**src/rtl/sev_seg_scanner.sv**
```systemverilog
// rtl/sev_seg_scanner.sv - multiplexed 7-segment scanner with shadow/active digit buffers
// Optional blink feature: define SEV_SEG_BLINK_EN to add the blink port and frame counter.
module sev_seg_scanner #(
  parameter int NUM_DIGITS     = 5,
  parameter int REFRESH_CYCLES = 100000,
  parameter int DP_POS         = 2,
  parameter int BLINK_FRAMES   = 64
) (
  input  logic                    clk,
  input  logic                    reset,
  input  logic [4*NUM_DIGITS-1:0] digits_bcd,
  input  logic                    load,
  input  logic                    blank_lz,
`ifdef SEV_SEG_BLINK_EN
  input  logic                    blink,
`endif
  output logic [6:0]              SEG,
  output logic [NUM_DIGITS-1:0]   AN,
  output logic                    DP,
  output logic                    frame_done
);

  localparam int TW = (REFRESH_CYCLES > 1) ? $clog2(REFRESH_CYCLES) : 1;
  localparam int IW = $clog2(NUM_DIGITS);
  localparam logic [TW-1:0] T_LAST = TW'(REFRESH_CYCLES - 1);
  localparam logic [IW-1:0] I_LAST = IW'(NUM_DIGITS - 1);
  localparam logic [IW-1:0] DP_IDX = IW'(DP_POS);
  localparam logic [NUM_DIGITS-1:0] AN_ONE = {{(NUM_DIGITS-1){1'b0}}, 1'b1};

  logic [TW-1:0]                 refresh_timer;
  logic [IW-1:0]                 idx;
  logic [NUM_DIGITS-1:0][3:0]    shadow;
  logic [NUM_DIGITS-1:0][3:0]    active;
  logic                          slot_end;
  logic                          wrap;
  logic [3:0]                    cur;
  logic                          run_zero;
  logic                          lz_blank;
  logic                          dark;
  logic                          blanked;
  logic [6:0]                    seg_dec;

  assign slot_end = (refresh_timer == T_LAST);
  assign wrap     = slot_end && (idx == I_LAST);

`ifdef SEV_SEG_BLINK_EN
  localparam int FW = $clog2(2 * BLINK_FRAMES) > 0 ? $clog2(2 * BLINK_FRAMES) : 1;
  localparam logic [FW-1:0] F_HALF = FW'(BLINK_FRAMES);
  localparam logic [FW-1:0] F_LAST = FW'(2 * BLINK_FRAMES - 1);
  logic [FW-1:0] frame_cnt;

  always_ff @(posedge clk) begin
    if (reset) begin
      frame_cnt <= '0;
    end else if (wrap) begin
      frame_cnt <= (frame_cnt == F_LAST) ? '0 : frame_cnt + 1'b1;
    end
  end

  assign dark = blink && (frame_cnt >= F_HALF);
`else
  assign dark = 1'b0;
`endif

  // A digit above the DP is zero-blanked only when it and every higher digit are zero.
  always_comb begin
    cur      = active[idx];
    run_zero = 1'b1;
    lz_blank = 1'b0;
    for (int k = NUM_DIGITS - 1; k >= 0; k--) begin
      run_zero = run_zero & (active[k] == 4'h0);
      if ((k > DP_POS) && run_zero && (IW'(k) == idx)) begin
        lz_blank = 1'b1;
      end
    end
    blanked = (cur > 4'd9) || (blank_lz && lz_blank) || dark;
    case (cur)
      4'd0:    seg_dec = 7'h40;
      4'd1:    seg_dec = 7'h79;
      4'd2:    seg_dec = 7'h24;
      4'd3:    seg_dec = 7'h30;
      4'd4:    seg_dec = 7'h19;
      4'd5:    seg_dec = 7'h12;
      4'd6:    seg_dec = 7'h02;
      4'd7:    seg_dec = 7'h78;
      4'd8:    seg_dec = 7'h00;
      4'd9:    seg_dec = 7'h10;
      default: seg_dec = 7'h7F;
    endcase
  end

  always_ff @(posedge clk) begin
    if (reset) begin
      refresh_timer <= '0;
      idx           <= '0;
      shadow        <= '1;
      active        <= '1;
      frame_done    <= 1'b0;
      SEG           <= 7'h7F;
      AN            <= '1;
      DP            <= 1'b1;
    end else begin
      refresh_timer <= slot_end ? '0 : refresh_timer + 1'b1;
      if (slot_end) begin
        idx <= wrap ? '0 : idx + 1'b1;
      end
      // Active takes the pre-edge shadow, so a same-cycle load waits one frame.
      if (wrap) begin
        active <= shadow;
      end
      if (load) begin
        shadow <= digits_bcd;
      end
      frame_done <= wrap;
      SEG        <= blanked ? 7'h7F : seg_dec;
      AN         <= blanked ? '1 : ~(AN_ONE << idx);
      DP         <= !(!blanked && (idx == DP_IDX));
    end
  end

endmodule

```
**config.mk**
```make
export PLATFORM = sky130hd
export DESIGN_NAME = sev_seg_scanner
export DESIGN_NICKNAME = d
export VERILOG_FILES = /design/src/rtl/sev_seg_scanner.sv
export SDC_FILE = /design/constraint.sdc
export NUM_CORES = 1
export LEC_CHECK = 0
export BUFFER_PORTS_ARGS = -buffer_cell sky130_fd_sc_hd__buf_2
export CAP_MARGIN = 15
export CORE_UTILIZATION = 35
export CTS_BUF_LIST = sky130_fd_sc_hd__clkbuf_2 sky130_fd_sc_hd__clkbuf_4 sky130_fd_sc_hd__clkbuf_8
export CTS_CLUSTER_DIAMETER = 200
export DETAILED_ROUTE_END_ITERATION = 16
export PLACE_DENSITY = 0.56
export SLEW_MARGIN = 20
export SYNTH_ARGS = -nofsm -noshare
export SYNTH_HDL_FRONTEND = slang
export SYNTH_SLANG_ARGS = --single-unit
```
**constraint.sdc**
```tcl
create_clock -name clk -period 2.25 [get_ports clk]
set_input_delay 0.45 -clock clk [delete_from_list [all_inputs] [get_ports clk]]
set_output_delay 0.45 -clock clk [all_outputs]
set_load 0.005 [all_outputs]
```
==> metrics.md <==
| Metric | Value |
|---|---|
| Register area share after synthesis | 48.5% |
| Minimum clock period after layout | 2.09 ns |
| Diode count | 0 |
| DP Area | 3350 sq um |
| Initial antenna violation count | 0 |
| Sw frac | 22.1% |
| CP Buf/Inv Count | 0 |
| Layout cell share with drive strength beyond 1 | 23.7% |
| Worst Path Required | 2.51 ns |
| Area leader, netlist | dfxtp_1 |
| DP Cell Count | 433 |
| DR iter-0 viols | 66 |
| Fin Clk Skew | 0.00804 ns |
| Design area | 3580 sq um |
| CTS Buffer Depth | 2 |
| Reg2Reg Setup Slack | 0.16 ns |
| Most used DFF post-synth | dfxtp_1 |
| Fillers | 851 |
| Mapped Area | 3050 sq um |
| Mean post-synth cell area | 10.2 sq um |
| Full die area | 9100 sq um |
| Critical Path Max Stage Delay | 0.49 ns |
| Vias in the first global route | 2104 |
| Leakage power | 1.33 nW |
| ANT nets after route | 0 |
| H-tree depth | 3 |
| Critical Path Start Type | flip-flop |
| Comb pwr share | 4.3% |
| Initial Util | 36.6% |
| Number of cell rows | 33 |
| Nets | 376 |
| Int Power | 1.91 mW |
| Post-synth EDFFs | 0 |
| Chip width | 95.4 um |
| Gr ovfl total | 0 |
| CP Max Fanout | 7 |
| Sequential power share | 55.3% |
| F_max | 0.479 GHz |
| 1st-pass router iterations | 4 |
| Hold Crit Start | digits_bcd[16] |
| FF-to-FF path depth | 7 |
| Root buf cell | clkbuf_8 |
| Drc violations | 0 |
| WP data arrival | 2.35 ns |
| Die height | 95.4 um |
| Worst Hold Class | input port to flip-flop |
| Placed wire-length estimate | 4.21 mm |
| Fin. max-slew vios | 0 |
| Vias per cell | 4.88 |
| Slew @ Worst Pin | 0.656 ns |
| DR WL/cell | 13.2 um |
| Util after Layout | 42.9% |
| I/O pins | 38 |
| Final Total Pwr | 2.45 mW |
| Status | completed |
| Ranking of synthesized cells by area | dfxtp_1 (49%), a211o_1 (5.7%), o22a_1 (5.7%), ha_1 (4.5%), nor2b_1 (4.5%) |
| Syn nets | 333 |
| Max-cap violations | 0 |
| Hold Path Sink | shadow[16] |
| Clock sink count | 74 |
| Post-Route WL | 5.95 mm |
| Clk Latency, worst-skew pair | 0.34 ns |
| First-pass GRT wire length | 10.3 mm |
| TritonCTS buffer count | 9 |
| Fin crit share | 92.8% |
| Synth Instances | 298 |
| Hold_ws | 0.311 ns |
| Hold path cells | 2 |
| Layout Cells excl Fill | 451 |
| Gr usage total | 14.9% |
| Placer Congestion | 0.846 |
| Worst path top cell family by delay | simple AND/OR/NAND/NOR gates |
| CTS tree | built |
| Reg clk slew, reported paths | 0.07 ns |
| Critical Path End Type | flip-flop |
| Port Buffers | 37 |
| Post-synth cell types | 49 |
| CP startpoint | idx[0] |
| Final setup fails | 0 |
| Max-Slew Margin vs Limit | 56.3% |
| RR Startpoint | idx[0] |
| RR Endpoint | SEG[4] |
| VDD IR-drop max | 0.437 mV |
| Post-synth top area share | 48.5% |
| Critical path type | flip-flop to flip-flop |
| Core area | 8340 sq um |
| Power density over cell area | 685 nW/um^2 |
| Worst-path cell chain | ha_1 -> ha_1 -> or4b_1 -> o21ai_1 -> a31oi_1 -> and4_1 -> a31oi_1 |
| Final hold violation count | 0 |
| Synth async-reset ratio | 0% |
| Clock power share | 40.4% |
| Largest net degree at the start of global routing | 41 |
| Worst path slowest cell | dfxtp_1 |
| Sw power | 0.541 mW |
| Via count | 2202 |
| Layout area overhead | 17.2% |
| Ys Warns | 0 |
| #FFs+latches synth | 74 |
==> cells in the mapped netlist, drive strengths merged, types with 2 or more instances <==
cell type / number
ha: 11
a211o: 20
nor3b: 2
and4: 2
nor4: 3
mux2i: 4
a21oi: 4
a211oi: 3
nand2b: 2
mux2: 5
nor2: 27
buf: 6
nor2b: 22
dfxtp: 74
o21ai: 8
inv: 7
clkbuf: 9
o22a: 20
and3: 5
xor2: 8
nand4: 2
nor3: 7
nand3: 13
nand2: 9
xnor2: 8
a31oi: 2
o21a: 2
o2bb2ai: 2
==> logic make-up (layout without fill, tap and decap cells) <==
| kind of cell | count (synthesis) | after routing | synth area share (%) |
|---|---|---|---|
| and+or+nand+nor | 99 | 99 | 18.2 |
| DFF | 74 | 74 | 48.5 |
| AOI/OAI and AO/OA | 67 | 67 | 17.5 |
| buffers and inverters | 22 | 70 | 3.53 |
| xor gates and xnor gates | 16 | 16 | 4.59 |
| adders and majority gates | 11 | 11 | 4.51 |
| muxes | 9 | 9 | 3.16 |
==> metrics by stage <==
stage | TNS (ns) | worst slack, ns
global placement | 0 | 0.119
CTS | 0 | 0.0592
detailed placement | 0 | 0.0713
global route | -0.0184 | -0.0184
floorplan | 0 | 0.00355
finish | 0 | 0.162
==> layer usage <==
layer / share of wire (%) / track usage [%] / wire length [um]
met5: 0 / 0 / 0
met4: 1.7 / 6.97 / 101
met3: 4.0 / 3.43 / 238
met2: 45 / 22.4 / 2690
met1: 49 / 20.0 / 2930
==> sequential cells by signal, indices dropped and copies added (netlist names) <==
register,cells
frame_done,1
shadow,20
SEG,7
idx,3
refresh_timer,17
DP,1
AN,5
active,20
==> placed cells by master, fill, tap and decap left out, types with 2 or more instances in the layout <==
cell	n
dfxtp_1	73
buf_2	37
nor2_1	27
nor2b_1	22
o22a_1	20
a211o_1	20
nand3_1	12
ha_1	10
clkbuf_8	9
buf_4	9
nand2_1	8
xnor2_1	8
xor2_1	8
inv_1	7
nor3_1	6
o21ai_0	5
mux2_2	4
mux2i_1	4
and3_1	4
a21oi_1	4
clkinv_2	4
o21ai_1	3
a211oi_1	3
nand2b_1	2
o2bb2ai_1	2
a31oi_1	2
nand4_1	2
==> power by group through the flow <==
stage,clock [mW],combinational (mW),sequential (mW)
2_1_floorplan,0,0.0725,1.38
6_report,0.990,0.105,1.36
3_5_place_dp,0,0.107,1.39
3_3_place_gp,0,0.106,1.39
4_1_cts,1.02,0.107,1.36
5_1_grt,1.09,0.119,1.36
==> final cells by class <==
cell class / instances / area, sq um / area share [%]
multi-input combinational: 202 / 1480 / 41.5
sequential: 74 / 1480 / 41.4
timing repair buffer: 47 / 264 / 7.38
clock buffer: 10 / 131 / 3.67
tap: 105 / 131 / 3.67
clock inverter: 6 / 57.6 / 1.61
inverter: 7 / 26.3 / 0.735
==> worst max path at each step <==
| stage | endpoint | slack, ns | cells past startpoint |
|---|---|---|---|
| 6_report | SEG[4] | 0.16 | 7 |
| 5_1_grt | SEG[5] | -0.02 | 9 |
| 4_1_cts | SEG[4] | 0.06 | 8 |
| 3_5_place_dp | SEG[4] | 0.07 | 8 |
| 3_3_place_gp | SEG[4] | 0.12 | 8 |
| 2_1_floorplan | SEG[0] | 0.004 | 8 |
==> timing repair <==
action,in CTS,in global routing
hold buffers,0,0
endpoints found under the setup margin,0,12
buffers inserted,0,2
resized for setup,0,7
No activity file was read; power rests on OpenSTA's default activity.
